### src/rtl/uart_pkg.sv
// ==========================================================================
// uart_pkg : shared FSM encodings, prescale and parity constants for uart_rx
// rev 1.0
// ==========================================================================
`default_nettype none

package uart_pkg;

  localparam logic [2:0] ST_IDLE   = 3'd0;
  localparam logic [2:0] ST_START  = 3'd1;
  localparam logic [2:0] ST_DATA   = 3'd2;
  localparam logic [2:0] ST_PARITY = 3'd3;
  localparam logic [2:0] ST_STOP   = 3'd4;

  typedef enum logic [2:0] {
    IDLE   = ST_IDLE,
    START  = ST_START,
    DATA   = ST_DATA,
    PARITY = ST_PARITY,
    STOP   = ST_STOP
  } state_e;

  localparam logic [5:0] PRESCALE_8  = 6'd8;
  localparam logic [5:0] PRESCALE_16 = 6'd16;
  localparam logic [5:0] PRESCALE_32 = 6'd32;

  localparam logic PAR_EVEN = 1'b0;
  localparam logic PAR_ODD  = 1'b1;

  // Any ratio other than 16 or 32 falls back to 8.
  function automatic logic [5:0] legal_prescale(input logic [5:0] p);
    case (p)
      PRESCALE_16: return PRESCALE_16;
      PRESCALE_32: return PRESCALE_32;
      default:     return PRESCALE_8;
    endcase
  endfunction

endpackage

`default_nettype wire

### src/rtl/uart_rx_data_sampling.sv
// ==========================================================================
// data_sampling : three-point majority vote around the bit centre
// rev 1.0
// ==========================================================================
`default_nettype none

module data_sampling
  import uart_pkg::*;
(
  input  logic       CLK,
  input  logic       RST,
  input  logic       RX_IN,
  input  logic [5:0] Prescale,
  input  logic [5:0] edge_cnt,
  output logic       sampled_bit,
  output logic       sample_valid
);

  logic [5:0] half;
  logic [2:0] samples_d;
  logic [2:0] samples_q;

  assign half = Prescale >> 1;

  always_comb begin
    samples_d = samples_q;
    if (edge_cnt == half - 6'd1) samples_d[0] = RX_IN;
    if (edge_cnt == half)        samples_d[1] = RX_IN;
    if (edge_cnt == half + 6'd1) samples_d[2] = RX_IN;
  end

  always_ff @(posedge CLK) begin
    if (!RST) samples_q <= 3'b000;
    else      samples_q <= samples_d;
  end

  assign sampled_bit  = (samples_q[0] & samples_q[1]) |
                        (samples_q[0] & samples_q[2]) |
                        (samples_q[1] & samples_q[2]);
  assign sample_valid = (edge_cnt >= half + 6'd2);

endmodule

`default_nettype wire

### src/rtl/uart_rx.sv
// ==========================================================================
// uart_rx : oversampled UART receiver with parity and stop-bit checking
// rev 1.0
// ==========================================================================
`default_nettype none

module uart_rx
  import uart_pkg::*;
#(
  parameter int Data_width = 8
) (
  input  logic                  CLK,
  input  logic                  RST,
  input  logic                  RX_IN,
  input  logic [5:0]            Prescale,
  input  logic                  PAR_EN,
  input  logic                  PAR_TYP,
  output logic [Data_width-1:0] P_DATA,
  output logic                  Data_Valid,
  output logic                  Parity_Error,
  output logic                  Stop_Error
);

  localparam int c_bcw = (Data_width > 1) ? $clog2(Data_width) : 1;
  localparam logic [c_bcw-1:0] c_last_bit = c_bcw'(Data_width - 1);

  state_e                state_d, state_q;
  logic [5:0]            edge_cnt_d, edge_cnt_q;
  logic [c_bcw-1:0]      bit_cnt_d, bit_cnt_q;
  logic [5:0]            presc_d, presc_q;
  logic                  par_en_d, par_en_q;
  logic                  par_typ_d, par_typ_q;
  logic [Data_width-1:0] shift_d, shift_q;
  logic                  par_err_d, par_err_q;
  logic [Data_width-1:0] p_data_d, p_data_q;
  logic                  data_valid_d, data_valid_q;
  logic                  parity_error_d, parity_error_q;
  logic                  stop_error_d, stop_error_q;

  logic                  sampled_bit;
  logic                  sample_valid;
  logic                  bit_end;
  logic [Data_width:0]   shift_ext;

  data_sampling u_data_sampling (
    .CLK          (CLK),
    .RST          (RST),
    .RX_IN        (RX_IN),
    .Prescale     (presc_q),
    .edge_cnt     (edge_cnt_q),
    .sampled_bit  (sampled_bit),
    .sample_valid (sample_valid)
  );

  assign bit_end   = (edge_cnt_q == presc_q - 6'd1) && sample_valid;
  assign shift_ext = {sampled_bit, shift_q};

  always_comb begin
    state_d        = state_q;
    edge_cnt_d     = bit_end ? 6'd0 : edge_cnt_q + 6'd1;
    bit_cnt_d      = bit_cnt_q;
    presc_d        = presc_q;
    par_en_d       = par_en_q;
    par_typ_d      = par_typ_q;
    shift_d        = shift_q;
    par_err_d      = par_err_q;
    p_data_d       = p_data_q;
    data_valid_d   = 1'b0;
    parity_error_d = 1'b0;
    stop_error_d   = 1'b0;

    case (state_q)
      IDLE: begin
        edge_cnt_d = 6'd0;
        bit_cnt_d  = '0;
        // The detecting edge is frame edge 0; frame config is frozen here.
        if (!RX_IN) begin
          state_d   = START;
          presc_d   = legal_prescale(Prescale);
          par_en_d  = PAR_EN;
          par_typ_d = PAR_TYP;
          par_err_d = 1'b0;
        end
      end
      START: begin
        if (bit_end) state_d = sampled_bit ? IDLE : DATA;
      end
      DATA: begin
        if (bit_end) begin
          shift_d = shift_ext[Data_width:1];
          if (bit_cnt_q == c_last_bit) begin
            bit_cnt_d = '0;
            state_d   = par_en_q ? PARITY : STOP;
          end else begin
            bit_cnt_d = bit_cnt_q + 1'b1;
          end
        end
      end
      PARITY: begin
        if (bit_end) begin
          par_err_d = sampled_bit ^ (^shift_q) ^ par_typ_q;
          state_d   = STOP;
        end
      end
      STOP: begin
        if (bit_end) begin
          state_d        = IDLE;
          stop_error_d   = ~sampled_bit;
          parity_error_d = par_err_q;
          if (sampled_bit && !par_err_q) begin
            p_data_d     = shift_q;
            data_valid_d = 1'b1;
          end
        end
      end
      default: state_d = IDLE;
    endcase
  end

  always_ff @(posedge CLK) begin
    if (!RST) begin
      state_q        <= IDLE;
      edge_cnt_q     <= 6'd0;
      bit_cnt_q      <= '0;
      presc_q        <= PRESCALE_8;
      par_en_q       <= 1'b0;
      par_typ_q      <= PAR_EVEN;
      shift_q        <= '0;
      par_err_q      <= 1'b0;
      p_data_q       <= '0;
      data_valid_q   <= 1'b0;
      parity_error_q <= 1'b0;
      stop_error_q   <= 1'b0;
    end else begin
      state_q        <= state_d;
      edge_cnt_q     <= edge_cnt_d;
      bit_cnt_q      <= bit_cnt_d;
      presc_q        <= presc_d;
      par_en_q       <= par_en_d;
      par_typ_q      <= par_typ_d;
      shift_q        <= shift_d;
      par_err_q      <= par_err_d;
      p_data_q       <= p_data_d;
      data_valid_q   <= data_valid_d;
      parity_error_q <= parity_error_d;
      stop_error_q   <= stop_error_d;
    end
  end

  assign P_DATA       = p_data_q;
  assign Data_Valid   = data_valid_q;
  assign Parity_Error = parity_error_q;
  assign Stop_Error   = stop_error_q;

endmodule

`default_nettype wire
### config.mk
export PLATFORM = sky130hd
export DESIGN_NAME = uart_rx
export DESIGN_NICKNAME = d
export VERILOG_FILES = /design/src/rtl/uart_pkg.sv /design/src/rtl/uart_rx_data_sampling.sv /design/src/rtl/uart_rx.sv
export SDC_FILE = /design/constraint.sdc
export NUM_CORES = 1
export LEC_CHECK = 0
export ABC_CLOCK_PERIOD_IN_PS = 6200
export BUFFER_PORTS_ARGS = -buffer_cell sky130_fd_sc_hd__buf_2
export CAP_MARGIN = 20
export CELL_PAD_IN_SITES_DETAIL_PLACEMENT = 1
export CELL_PAD_IN_SITES_GLOBAL_PLACEMENT = 2
export CORE_ASPECT_RATIO = 0.5
export CORE_MARGIN = 5
export CORE_UTILIZATION = 38
export CTS_CLUSTER_DIAMETER = 120
export CTS_CLUSTER_SIZE = 30
export DETAILED_ROUTE_END_ITERATION = 10
export HOLD_SLACK_MARGIN = 0.05
export PLACE_DENSITY = 0.85
export SLEW_MARGIN = 20
export SYNTH_ARGS = -nofsm -noshare
export SYNTH_HDL_FRONTEND = slang
export SYNTH_SLANG_ARGS = --single-unit
export TNS_END_PERCENT = 30
### constraint.sdc
create_clock -name CLK -period 6.2 [get_ports CLK]
set_clock_uncertainty 0.1 [all_clocks]
set_input_delay 0.62 -clock CLK [delete_from_list [all_inputs] [get_ports CLK]]
set_output_delay 0.62 -clock CLK [all_outputs]
set_load 0.01 [all_outputs]
==> impl_metrics.csv, run 1 <==
group,metric,value,unit
setup_path,worstPathRequired,6.30,ns
clock_tree,cts_resized,0,
sta,timing.hold.ws,0.386,ns
sta,clock.fmax,393,MHz
worst_hold_path,min_delay_path_depth,2,
global_routing,grt_use_total,14.0,%
finish,area_growth,13.9,%
power_and_ir_drop,powerDensity,225,nW/um^2
clock_tree,cts_buffers,5,
finish,antenna_cells,0,
logic_synthesis,synth-seq-cells,40,
floorplan,die_h,61.3,um
drt,routed_wl,4250,um
global_routing,antenna_found_initial,0,
sta,finalCriticalPeriod,2.54,ns
floorplan,die_x,113,um
floorplan,core_area,5000,um^2
placed_design,gp_congestion,0.805,
setup_path,worstPathCellList,"inv_1 > ha_1 > o211ai_1 > a211o_1 > a211oi_2 > mux2i_1 > nor2b_1",
global_routing,grt.overflow.total,0,
clock_tree,htree_levels,2,
clock_tree,clockRootBuffer,"clkbuf_8",
power_and_ir_drop,p_seq_share,51.4,%
setup_path,slowest_stage,"a211oi_2",
worst_hold_path,hold_start,"bit_cnt_q[0]",
power_and_ir_drop,clkPwrFrac,43.6,%
setup_path,ff2ff_path_depth,7,
placed_design,numPortBuffers,21,
power_and_ir_drop,p_int,391,uW
global_routing,grt_pass1_wl,7620,um
setup_path,cp_max_fo,9,
sta,maxSlewHeadroom,39.5,%
status,outcome,"finished, final reports clean",
sta,drv_slew,0,
power_and_ir_drop,p_sw,119,uW
logic_synthesis,synthCells,214,
logic_synthesis,syn-cell-area,2000,um^2
clock_tree,clkSlewWorstSetupHoldPaths,0.09,ns
logic_synthesis,yosysMostFrequentCell,"dfxtp_1",
drt,drt-initial-drc-count,41,
sta,rsz0062_at_grt,"false",
clock_tree,clkLatencyLatePin,0.30,ns
setup_path,arrival,2.64,ns
power_and_ir_drop,leakagePower,0.908,nW
sta,finalSetupViolCount,0,
logic_synthesis,async_flop_share,0,%
finish,drive_gt1_share,13.6,%
finish,fillerInstances,593,
finish,fin_area,2270,um^2
setup_path,crit_buf_inv,1,
floorplan,start_util,39.9,%
setup_path,crit_path_start_kind,"register",
sta,worst_slew_pin_slew,0.906,ns
setup_path,crit_family,"compound AO/OA/AOI/OAI gates",
drt,remaining_drc_errors,0,
logic_synthesis,seq_area_frac_synth,40.1,%
clock_tree,cts_buffer_depth,2,
floorplan,io_pins,22,
drt,dr.pass1.iters,4,
setup_path,r2r-start,"presc_q[3]",
logic_synthesis,syn_nets,235,
clock_tree,cts_setup_buffers,0,
logic_synthesis,syn_area_per_cell,9.33,um^2
setup_path,crit_cells,7,
sta,tns,0,ns
power_and_ir_drop,p_sw_share,23.4,%
floorplan,dieArea,6890,um^2
worst_hold_path,hold_path_class,"register to register",
logic_synthesis,synth_area_leaders,"dfxtp_1, mux2i_1, nor2b_1, ha_1, xnor2_1",
floorplan,rows,18,
setup_path,cp_slowest_stage_delay,0.77,ns
logic_synthesis,ys_warn_count,0,
flow_run,maxCapViolCount,0,
logic_synthesis,synth_top_cells_by_count,"dfxtp_1, mux2i_1, nor2b_1",
drt,ant_nets,0,
clock_tree,clock_sinks,40,
placed_design,hpwl,3070,um
logic_synthesis,yosysTopAreaCell,"dfxtp_1",
sta,hold_violations,0,
power_and_ir_drop,pwr-share-comb,5.0,%
finish,nNetsFinal,255,
drt,viasPerCell,4.92,
setup_path,crit_type,"register to register",
logic_synthesis,synth_ff_type,"dfxtp_1",
logic_synthesis,synth_top_area_share,40.1,%
drt,vias,1501,
sta,fin_crit_sh,41.0,%
setup_path,crit_path_start,"presc_q[3]",
placed_design,dpl_cell_area,2160,um^2
logic_synthesis,synth_edf_count,0,
logic_synthesis,synth_cell_type_count,36,
drt,wl_per_cell,13.9,um
global_routing,grt_max_degree,35,
power_and_ir_drop,vdd_drop_max,0.0819,mV
clock_tree,cts_tree,"built",
global_routing,grt_pass1_vias,1616,
clock_tree,postCtsHoldBufs,0,
setup_path,end_kind,"register",
==> cell usage in the layout (no fill, tap or decap), drive strengths merged <==
master	count
a2111oi	1
a211o	2
a211oi	1
a21boi	7
a21oi	5
and2	1
and3	2
buf	21
bufinv	1
clkbuf	5
clkinvlp	1
dfxtp	40
ha	10
inv	11
maj3	1
mux2i	23
nand2	15
nand2b	2
nand3	9
nand3b	1
nand4	3
nand4b	2
nor2	14
nor2b	22
nor3	3
nor3b	2
nor4	1
o211ai	1
o21a	1
o21ai	3
o221ai	1
or3	3
xnor2	12
xor2	8
==> final timing paths <==
path,end,slack [ns]
worst max-delay path,P_DATA[0],3.66
worst min-delay path,bit_cnt_q[0],0.39
worst max register to register,P_DATA[0],3.66
worst min register to register,bit_cnt_q[0],0.39
==> cell families (layout without fill, tap and decap cells) <==
family / after synthesis / in the layout / share of synthesized area (%)
AND/OR/NAND/NOR: 80 / 80 / 21.1
adder cells (fa/ha/maj): 11 / 11 / 6.77
flip-flops: 40 / 40 / 40.1
multiplexers: 23 / 23 / 11.5
buffers and inverters: 18 / 39 / 3.63
XOR/XNOR: 20 / 20 / 9.15
AO/OA/AOI/OAI: 22 / 22 / 7.71
==> registers in the layout, summed over array words and instances (netlist names) <==
name	flops
Data_Valid	1
P_DATA	8
Parity_Error	1
Stop_Error	1
bit_cnt_q	3
edge_cnt_q	6
par_en_q	1
par_err_q	1
par_typ_q	1
presc_q	3
shift_q	8
state_q	3
u_data_sampling.samples_q	3
==> final cells by class <==
type	instances	area, um^2	area share, %
Multi-Input combinational cell	156	1130	49.6
Inverter	10	37.5	1.65
Timing Repair Buffer	21	105	4.62
Clock buffer	5	68.8	3.03
Tap cell	70	87.6	3.85
Clock inverter	3	46.3	2.04
Sequential cell	40	801	35.2
==> worst register-to-register path, stage by stage (launching register included) <==
cell and delay, ns:
dfxtp_1 0.39, inv_1 0.08, ha_1 0.32, o211ai_1 0.11
a211o_1 0.34, a211oi_2 0.77, mux2i_1 0.28, nor2b_1 0.06
==> per-layer routing <==
metal | vias to the layer above | routed length [um] | track usage (%)
li1 | 761 | - | -
met1 | 711 | 2050 | 17.4
met4 | 0 | 41 | 5.65
met3 | 6 | 121 | 4.02
met2 | 23 | 2030 | 23.8
met5 | - | 0 | 0
==> through the flow <==
| stage | util, % | power, mW | setup WS, ns | cells |
|---|---|---|---|---|
| finish | 45.5 | 0.511 | 3.66 | 305 |
| global route | 45.5 | 0.538 | 3.43 | 305 |
| CTS | 45.5 | 0.519 | 3.61 | 305 |
| detailed placement | 43.2 | 0.294 | 3.60 | 297 |
| global placement | 43.2 | 0.294 | 3.67 | 297 |
| floorplan | - | 0.285 | 4.14 | 214 |
==> power groups by stage <==
stage / clock, mW / sequential, mW / combinational, mW
2_1_floorplan: 0 / 0.266 / 0.0186
3_3_place_gp: 0 / 0.268 / 0.0253
3_5_place_dp: 0 / 0.268 / 0.0257
4_1_cts: 0.231 / 0.263 / 0.0260
5_1_grt: 0.246 / 0.263 / 0.0293
6_report: 0.223 / 0.263 / 0.0254
No activity file was read; power rests on OpenSTA's default activity.
==> inputs of run 2 (changes only) <==
Settings changed: ABC_CLOCK_PERIOD_IN_PS 6200 to 2320, CORE_UTILIZATION 38 to 32, PLACE_DENSITY 0.85 to 0.77.
Clock period 6.2 ns to 2.32 ns, I/O delays scaled along.
==> run 2 against run 1 <==
Maximum frequency increased by 14%. Cell count increased by 9.5%. Die area increased by 16%. Sequential share of layout area decreased by 2.6 points. Register-to-register slack got worse by 3.6 ns. Final area increased by 8.1%. Hold slack got worse by 0.27 ns. Global-route usage decreased by 2.3 points. Critical path depth unchanged. Utilization decreased by 4.9 points. Routed wire length increased by 4.3%. Via count increased by 1.2%.
==> impl_metrics.csv, run 2 (synthesis results as in run 1) <==
group,metric,value,unit
status,outcome,"finished, final reports clean",
drt,dr.pass1.iters,4,
floorplan,die_x,122,um
setup_path,arrival,2.35,ns
finish,nNetsFinal,267,
clock_tree,cts_buffers,5,
finish,ff_latch_area,802,um^2
floorplan,rows,20,
sta,fin_crit_sh,96.5,%
sta,drv_slew,0,
drt,routed_wl,4430,um
sta,finalCriticalPeriod,2.24,ns
power_and_ir_drop,leakagePower,0.991,nW
setup_path,worstPathRequired,2.44,ns
drt,remaining_drc_errors,0,
global_routing,grt_pass1_wl,7440,um
sta,timing.hold.ws,0.117,ns
setup_path,worstPathCellList,"inv_1 > ha_1 > a21oi_1 > a211o_1 > a211o_4 > or3_1 > a21boi_1",
clock_tree,clkLatencyLatePin,0.28,ns
floorplan,core_area,6060,um^2
finish,fillerInstances,730,
floorplan,start_util,33.0,%
finish,multi_input_area,1150,um^2
clock_tree,clockRootBuffer,"clkbuf_16",
floorplan,io_pins,22,
clock_tree,clock_sinks,40,
placed_design,hpwl,3280,um
global_routing,grt_max_degree,22,
setup_path,cp_slowest_stage_delay,0.40,ns
finish,area_growth,23.1,%
setup_path,end_kind,"register",
sta,hold_violations,0,
clock_tree,htree_levels,2,
sta,worst_slew_pin_slew,0.452,ns
floorplan,dieArea,8020,um^2
finish,drive_gt1_share,18.7,%
global_routing,grt_pass1_vias,1562,
sta,maxSlewHeadroom,69.6,%
setup_path,crit_buf_inv,1,
drt,vias,1519,
finish,final_common_cell,"dfxtp_1",
power_and_ir_drop,vdd_drop_max,0.301,mV
global_routing,grt_use_total,11.8,%
drt,wl_per_cell,13.3,um
worst_hold_path,hold_path_class,"primary input to register",
setup_path,crit_type,"register to register",
sta,clock.fmax,447,MHz
flow_run,maxCapViolCount,0,
clock_tree,cts_tree,"built",
finish,postLayoutCoreUtil,40.6,%
clock_tree,cts_buffer_depth,2,
global_routing,grt.overflow.total,0,
setup_path,crit_path_start_kind,"register",
setup_path,cp_max_fo,4,
floorplan,die_h,65.9,um
drt,drt-initial-drc-count,35,
placed_design,gp_congestion,0.789,
sta,finalSetupViolCount,0,
placed_design,numPortBuffers,21,
power_and_ir_drop,p_total,1.44,mW
setup_path,slowest_stage,"a211o_4",
finish,final_cell_mix,"dfxtp_1, nor2b_1, mux2i_1",
setup_path,crit_family,"compound AO/OA/AOI/OAI gates",
finish,antenna_cells,0,
global_routing,antenna_found_initial,0,
clock_tree,clkSlewWorstSetupHoldPaths,0.06,ns
drt,viasPerCell,4.55,
drt,ant_nets,0,
power_and_ir_drop,powerDensity,584,nW/um^2
[run 2: final timing paths]
path	from	slack (ns)	endpoint	cells after the start
min reg2reg	par_err_q	0.38	Parity_Error	2
max	presc_q[4]	0.08	bit_cnt_q[0]	7
max reg2reg	presc_q[4]	0.08	bit_cnt_q[0]	7
min	PAR_EN	0.12	par_en_q	3
[run 2: metal layers]
metal  share of wire [%]  GRT usage [%]  vias to the layer above  wire length (um)
met1                  49           15.0                      718              2160
met2                  48           19.7                       12              2150
li1                    -              -                      785                 -
met3                 2.2           3.08                        4                98
met4                0.63           3.35                        0                28
met5                   0              0                        -                 0
[run 2: what timing repair did]
action,CTS,global route
endpoints found under the hold margin,0,0
gates resized for setup,0,5
setup endpoints to repair,0,27
hold buffers,0,0
setup buffers,0,2
[run 2: cell type report]
type,count,share of cell area [%]
repair buffers,33,8.96
well taps,88,4.48
multi-input cells,156,46.8
clock inverters,2,0.509
clock buffers,5,5.09
flip-flops and latches,40,32.6
inverters,10,1.53
[run 2: worst reg2reg max path: stages, from the launching register on]
cell      delay [ns]
dfxtp_1         0.36
inv_1           0.09
ha_1            0.32
a21oi_1         0.08
a211o_1         0.39
a211o_4         0.40
or3_1           0.32
a21boi_1        0.12
[run 2: through the flow]
step	setup slack, ns	TNS (ns)	area, um^2	std cells
5_1_grt	-0.0368	-0.0653	2460	334
4_1_cts	0.0183	0	2420	332
3_5_place_dp	0.0248	0	2280	325
3_3_place_gp	0.138	0	2280	325
2_1_floorplan	0.256	0	2000	214
6_report	0.0822	0	2460	334
[run 2: report_power, final]
group	internal [mW]	switching, mW	total, mW
combinational	0.0330	0.0414	0.0743
clock	0.390	0.269	0.659
sequential	0.694	0.00841	0.702
total	1.12	0.319	1.44
==> inputs of run 3 (changes only) <==
Settings changed: CORE_MARGIN 5 to 1.5, GPL_TIMING_DRIVEN set to 0.
==> run 3 against run 2 <==
Sequential power fell by 0.6%. Via count rose by 1.4%. Critical path depth up 1. First-iteration DRC count up 69%. Utilization is 0.43 points lower. Clock power rose by 7.0%. Sequential share of layout area grew 0.56 points. Die area fell by 16%. Final area is 1.1% lower. Setup slack gained 0.0051 ns. Count of clock-buffer cells in the layout grew 1. Non-clock buffer count is the same. Critical path type unchanged. Critical endpoint is now shift_q[6]. Highest routed layer is now met3.
==> impl_metrics.csv, run 3 (synthesis results as in run 1) <==
group,metric,value,unit
status,outcome,"finished, final reports clean",
sta,rsz0062_at_grt,"true",
worst_hold_path,hold_path_class,"primary input to register",
finish,drive_gt1_share,17.4,%
sta,finalCriticalPeriod,2.23,ns
global_routing,grt.overflow.total,0,
floorplan,die_h,58.9,um
drt,ant_nets,0,
global_routing,antenna_found_initial,0,
finish,final_cell_mix,"dfxtp_1, buf_2, nor2b_1, mux2i_1, nand2_1",
clock_tree,clockRootBuffer,"clkbuf_16",
placed_design,hpwl,3210,um
finish,postLayoutCoreUtil,40.2,%
setup_path,crit_buf_inv,2,
sta,drv_slew,0,
placed_design,numPortBuffers,21,
floorplan,start_util,33.0,%
drt,remaining_drc_errors,0,
finish,antenna_cells,0,
global_routing,grt_pass1_vias,1473,
drt,drt-initial-drc-count,59,
drt,vias,1541,
power_and_ir_drop,powerDensity,609,nW/um^2
placed_design,gp_congestion,0.799,
setup_path,end_kind,"register",
clock_tree,htree_levels,2,
clock_tree,clkLatencyLatePin,0.28,ns
setup_path,slowest_stage,"mux2i_4",
clock_tree,cts_tree,"built",
setup_path,cp_slowest_stage_delay,0.39,ns
setup_path,worstPathCellList,"inv_1 > ha_2 > xor2_2 > mux2i_4 > a211o_1 > buf_2 > mux2i_1 > nor2b_1",
power_and_ir_drop,vdd_drop_max,0.231,mV
sta,fin_crit_sh,96.2,%
sta,finalSetupViolCount,0,
floorplan,io_pins,22,
finish,nNetsFinal,267,
global_routing,grt_use_total,13.7,%
clock_tree,clkSlewWorstSetupHoldPaths,0.06,ns
floorplan,dieArea,6750,um^2
global_routing,grt_max_degree,14,
floorplan,rows,20,
setup_path,cp_max_fo,5,
drt,routed_wl,4460,um
setup_path,crit_type,"register to register",
setup_path,crit_family,"multiplexers",
setup_path,crit_path_start_kind,"register",
clock_tree,cts_buffers,5,
sta,worst_slew_pin_slew,0.510,ns
global_routing,grt_pass1_wl,7130,um
sta,hold_violations,0,
flow_run,maxCapViolCount,0,
drt,dr.pass1.iters,4,
setup_path,arrival,2.31,ns
sta,maxSlewHeadroom,66.0,%
floorplan,core_area,6060,um^2
floorplan,die_x,115,um
setup_path,worstPathRequired,2.40,ns
drt,viasPerCell,4.60,
drt,wl_per_cell,13.3,um
finish,final_common_cell,"dfxtp_1",
sta,tns,0,ns
finish,area_growth,21.8,%
clock_tree,cts_buffer_depth,2,
clock_tree,clock_sinks,40,
sta,clock.fmax,448,MHz
power_and_ir_drop,leakagePower,0.959,nW
-- run 3: final timing paths --
kind                            startpoint            to  slack, ns  cells after the start
worst max-delay path            presc_q[3]    shift_q[6]       0.09                      8
worst min-delay path               PAR_TYP     par_typ_q       0.10                      3
worst max register to register  presc_q[3]    shift_q[6]       0.09                      8
worst min register to register   par_err_q  Parity_Error       0.37                      2
-- run 3: final cells by class --
type,count,area (um^2)
Sequential cell,40,807
Multi-Input combinational cell,156,1150
Fill cell,726,3620
Clock buffer,6,139
Clock inverter,2,15.0
Tap cell,88,110
Inverter,10,37.5
Timing Repair Buffer,25,130
Buffer,8,41.3
-- run 3: repair_timing --
action | in CTS | in global routing
pin swaps | 0 | 4
setup buffers | 0 | 2
gates resized for setup | 2 | 12
hold buffers | 0 | 0
cloned | 0 | 2
endpoints found under the setup margin | 15 | 28
-- run 3: through the flow --
stage	total power, mW	cell area, um^2	setup WS [ns]	std cells	hold slack [ns]
finish	1.48	2430	0.0873	335	0.104
global route	1.54	2430	-0.0138	335	0.124
CTS	1.51	2370	-0.0315	331	0.106
detailed placement	0.791	2210	-0.132	323	0.371
global placement	0.789	2210	-0.0937	323	0.368
floorplan	0.762	2000	0.256	214	0.277
-- run 3: power breakdown --
| part | leakage, nW | total [mW] | internal, mW | switching (mW) |
|---|---|---|---|---|
| clock network | 0.0691 | 0.705 | 0.427 | 0.278 |
| logic | 0.566 | 0.0791 | 0.0329 | 0.0462 |
| registers | 0.324 | 0.698 | 0.692 | 0.00566 |
| total | 0.959 | 1.48 | 1.15 | 0.330 |
-- run 3: per-layer routing --
metal | part of all wire (%) | vias to the layer above | GRT usage, %
met5 | 0 | - | 0
met4 | 0 | 0 | 3.17
met3 | 2.8 | 0 | 3.71
met2 | 48 | 19 | 23.4
met1 | 50 | 738 | 17.5
li1 | - | 784 | -
-- run 3: tightest hold or removal path, cell delays in order --
cell and delay, ns:
buf_2 0.09, nand2_1 0.05, a21boi_0 0.06
